===== src/rtl/fifo_pkg.sv =====
// Shared async-FIFO helpers: Gray/binary conversion and the pointer-width rule.
// Conversions work on zero-extended pointers up to MAX_PTR_W bits; callers truncate to PTR_W.
package fifo_pkg;
    localparam int MAX_PTR_W = 32;
    typedef logic [MAX_PTR_W-1:0] ptr_t;

    // Pointers carry one extra bit over the address to tell full from empty after wrap.
    function automatic int ptr_width(input int addrsize);
        return addrsize + 1;
    endfunction

    function automatic ptr_t bin2gray(input ptr_t b);
        return b ^ (b >> 1);
    endfunction

    function automatic ptr_t gray2bin(input ptr_t g);
        ptr_t b;
        b[MAX_PTR_W-1] = g[MAX_PTR_W-1];
        for (int i = MAX_PTR_W-2; i >= 0; i--) b[i] = b[i+1] ^ g[i];
        return b;
    endfunction
endpackage


===== src/rtl/fifo_out_reg.sv =====
// One-entry valid/ready output register for the FIFO read port.
module fifo_out_reg #(
    parameter int DATASIZE = 8
) (
    input  logic                clk,
    input  logic                rst,
    input  logic                pop,
    input  logic [DATASIZE-1:0] rdata,
    input  logic                dout_ready,
    output logic [DATASIZE-1:0] dout,
    output logic                dout_valid
);
    always_ff @(posedge clk or posedge rst) begin
        if (rst) begin
            dout       <= '0;
            dout_valid <= 1'b0;
        end else if (pop) begin
            dout       <= rdata;
            dout_valid <= 1'b1;
        end else if (dout_ready) begin
            dout_valid <= 1'b0;
        end
    end
endmodule


===== src/rtl/fifo_rd_port.sv =====
// Async FIFO read-side controller (rclk domain): read pointer, empty flag, output stage.
// Define FIFO_RD_AEMPTY_EN to build the registered almost-empty flag.
module fifo_rd_port
    import fifo_pkg::*;
#(
    parameter int DATASIZE      = 8,
    parameter int ADDRSIZE      = 4,
    parameter int AEMPTY_THRESH = 2
) (
    input  logic                rclk,
    input  logic                rrst,
    input  logic [ADDRSIZE:0]   rq2_wptr,
    input  logic [DATASIZE-1:0] rdata,
    output logic [ADDRSIZE-1:0] raddr,
    output logic [ADDRSIZE:0]   rptr,
    output logic                rempty,
    output logic                raempty,
    output logic [DATASIZE-1:0] dout,
    output logic                dout_valid,
    input  logic                dout_ready
);
    localparam int PTR_W = ptr_width(ADDRSIZE);

    logic [PTR_W-1:0] rbin, rbinnext, rgraynext;
    logic             pop;

    assign pop       = !rempty && (!dout_valid || dout_ready);
    assign rbinnext  = rbin + PTR_W'(pop);
    assign rgraynext = PTR_W'(bin2gray(MAX_PTR_W'(rbinnext)));
    assign raddr     = rbin[ADDRSIZE-1:0];

    // Full-width compare: the MSB separates "empty" from "full after wrap".
    always_ff @(posedge rclk or posedge rrst) begin
        if (rrst) begin
            rbin   <= '0;
            rptr   <= '0;
            rempty <= 1'b1;
        end else begin
            rbin   <= rbinnext;
            rptr   <= rgraynext;
            rempty <= (rgraynext == rq2_wptr);
        end
    end

`ifdef FIFO_RD_AEMPTY_EN
    logic [PTR_W-1:0] wbin, level;
    assign wbin  = PTR_W'(gray2bin(MAX_PTR_W'(rq2_wptr)));
    assign level = wbin - rbinnext;

    always_ff @(posedge rclk or posedge rrst) begin
        if (rrst) raempty <= 1'b1;
        else      raempty <= (level <= PTR_W'(AEMPTY_THRESH));
    end
`else
    assign raempty = 1'b0;
`endif

    fifo_out_reg #(.DATASIZE(DATASIZE)) u_out (
        .clk        (rclk),
        .rst        (rrst),
        .pop        (pop),
        .rdata      (rdata),
        .dout_ready (dout_ready),
        .dout       (dout),
        .dout_valid (dout_valid)
    );
endmodule


===== config.mk =====
export PLATFORM = sky130hd
export DESIGN_NAME = fifo_rd_port
export DESIGN_NICKNAME = d
export VERILOG_FILES = /design/src/rtl/fifo_pkg.sv /design/src/rtl/fifo_out_reg.sv /design/src/rtl/fifo_rd_port.sv
export SDC_FILE = /design/constraint.sdc
export NUM_CORES = 1
export LEC_CHECK = 0
export BUFFER_PORTS_ARGS = -buffer_cell sky130_fd_sc_hd__buf_4
export CORE_ASPECT_RATIO = 1.5
export CORE_MARGIN = 10
export CORE_UTILIZATION = 40
export DETAILED_ROUTE_END_ITERATION = 16
export MAX_ROUTING_LAYER = met4
export PLACE_DENSITY = 0.67
export SLEW_MARGIN = 20
export SYNTH_ARGS = -nofsm -noshare
export SYNTH_HDL_FRONTEND = slang
export SYNTH_SLANG_ARGS = --single-unit

===== constraint.sdc =====
create_clock -name rclk -period 2.9 [get_ports rclk]
set_input_delay 0.58 -clock rclk [delete_from_list [all_inputs] [get_ports rclk]]
set_output_delay 0.58 -clock rclk [all_outputs]
set_load 0.05 [all_outputs]

==> impl_metrics.ini <==
[cells_and_area]
final_nets = 118
multiInputGateArea_um2 = 340
mostFrequentLayoutCell = buf_4
fillers = 187
fin_util_pct = 57.0
diodes = 0
layout_common_cells = buf_4 (35), dfrtp_1 (18), mux2_1 (6)
layout-drive-gt1-share_pct = 47.5
final_cells = 121
final-seq-area_um2 = 477
area.growth.synth_to_final_pct = 36.5

[grt]
gr-total-overflow = 0
grtUsageMet3_pct = 2.67
antenna_found_initial = 0
grt_usage_pct = 8.56
met1_usage_pct = 8.96
grt_util_met2_pct = 13.6
grt_pass1_vias = 631
grt_pass1_wl_um = 2950
grt_start_max_net_pins = 20
grt-busiest-layer = met2

[logic_synthesis]
syn-cell-area_um2 = 847
yosys_register_bits = 19
yosys.cell_types.count = 23
syn_area_per_cell_um2 = 13.9
ys_seq_area_share_pct = 56.3
synth_nets = 79
synth_cells = 61
synth_warnings = 0

[power]
power_density_nw_per_um2 = 1350
p_leak_nw = 0.567
ir_worst_vdd_mv = 0.688

[cts]
cts_made_buffers = 3
clkTransAtPathRegs_ps = 100
clock_latency_ps = 290
cts_tree = built
cts.sinks = 19
post_cts_resize_count = 0
htree_levels = 1
post-cts-setup-buffers = 0
clockRootBuffer = clkbuf_4
cts_buffer_depth = 2
ctsHoldBuffers = 0

[setup_path]
crit_chain = a21oi_2 -> ha_1 -> ha_1 -> nand3_2 -> xnor2_2 -> or3b_1 -> a221oi_2
critPathLaunch = u_out.dout_valid
slowest_delay_ps = 420
critical_path.most_common_cell = ha_1
cp-start-kind = register
cp.required_ps = 3120
crit-reg2reg-capture = rempty
critPathKind = register to register
worstRegToRegCells = 7
timing.reg2reg.setup_slack_ps = 710
slowest_stage = dfrtp_1
crit_path_end_kind = register
r2r-start = u_out.dout_valid
cp.arrival_ps = 2400
cp_max_fo = 4

[place]
dpl.hpwl_um = 1490
routabilityCongestion = 0.777
dp_cells = 117
port_buffers = 34

[sta]
hold_violations = 0
tns_ps = 0
fin_skew_ps = 1.51
fin_crit_ps = 2190
relSlewSlack_pct = 52.6
timing.fmax_ghz = 0.457
setup_viol_count_final = 0
worst_slew_pin_slew_ps = 710
drv_slew = 0
grt_setup_unrepaired = no
hold_slack_ps = 393
period_share_pct = 75.4

[detailed_routing]
wl_um = 1820
vias = 576
drc = 0
vias_per_cell = 4.76
wl_per_cell_um = 15.0
antenna_left = 0
dr.pass1.iters = 3
drtIter0Drc = 1

[floorplanning]
ios = 36
coreArea_um2 = 2030
die_h_um = 76.4
die_x_um = 57.6
start_util_pct = 41.8
fp-row-count = 20
die_area_um2 = 4400

[run_status]
outcome = completed

[min_path]
hold_class = input pin to asynchronous set/reset pin

[run]
maxCapViolations = 0
==> how the worst max path moves through the flow <==
stage | endpoint | cells after the start
floorplan | rempty | 7
CTS | rempty | 7
global placement | rempty | 9
detailed placement | rempty | 9
global route | rempty | 7
finish | rempty | 7
==> layer usage <==
layer	wire length, µm	part of all wire, %	vias to the layer above
li1	-	-	271
met1	725	40	283
met2	928	51	18
met3	124	6.8	4
met4	39	2.1	0
met5	0	0	-
==> worst max-delay path: cells and delay by family, from the launching register on <==
kind            cells  cell delay [ps]
simple gates        2              520
fa+ha+maj           2              500
flops               1              420
xor+xnor            1              220
compound gates      2              450
==> through the flow <==
step | cell area, µm² | worst slack, ps | total power [mW]
finish | 1160 | 713 | 1.56
global route | 1160 | 530 | 1.66
CTS | 1160 | 697 | 1.59
detailed placement | 1130 | 448 | 1.45
global placement | 1130 | 481 | 1.44
floorplan | 847 | 372 | 1.17
==> power by group <==
group / switching, mW / internal, mW
clock network: 0.0781 / 0.0536
logic: 0.634 / 0.341
registers: 0.0744 / 0.381
==> final cells by class <==
cell class	instances	area share [%]
sequential	19	41.2
multi-input combinational	35	29.4
timing repair buffer	35	22.7
tap	22	2.38
clock buffer	4	2.27
inverter	6	1.95
==> synth_stat cells <==
cell type  instances  area (µm²)
a221oi_2           1        15.0
ha_1               2        25.0
inv_1              5        18.8
mux2_2             2        22.5
inv_2              1        3.75
nand2_1            2        7.51
xnor3_1            1        22.5
mux2_1             6        67.6
dfstp_2            1        26.3
nand3b_1           1        7.51
o21ai_0            1        5.00
buf_4              1        7.51
nand3_1            2        10.0
dfrtp_1           18         450
xor2_2             1        16.3
xnor2_1            5        43.8
xor2_1             5        43.8
or3b_1             1        8.76
a21oi_2            1        8.76
conb_1             1        3.75
nand3_2            1        10.0
xnor2_2            1        16.3
or3_1              1        6.26
==> cell families (layout without fill, tap and decap cells) <==
logic type / Yosys count / after routing / synth area share, %
DFF: 19 / 19 / 56.3
muxes: 8 / 8 / 10.6
other: 1 / 1 / 0.443
AOI/OAI and AO/OA: 3 / 3 / 3.40
buffers and inverters: 7 / 45 / 3.55
adders and majority gates: 2 / 2 / 2.95
xor gates and xnor gates: 13 / 13 / 16.8
and+or+nand+nor: 8 / 8 / 5.91
==> flip-flops by register name (all words and copies together), names as in the netlist <==
| register | count |
|---|---|
| u_out.dout | 8 |
| rbin | 5 |
| rptr | 4 |
| rempty | 1 |
| u_out.dout_valid | 1 |
Power figures use the tool's default switching activity.
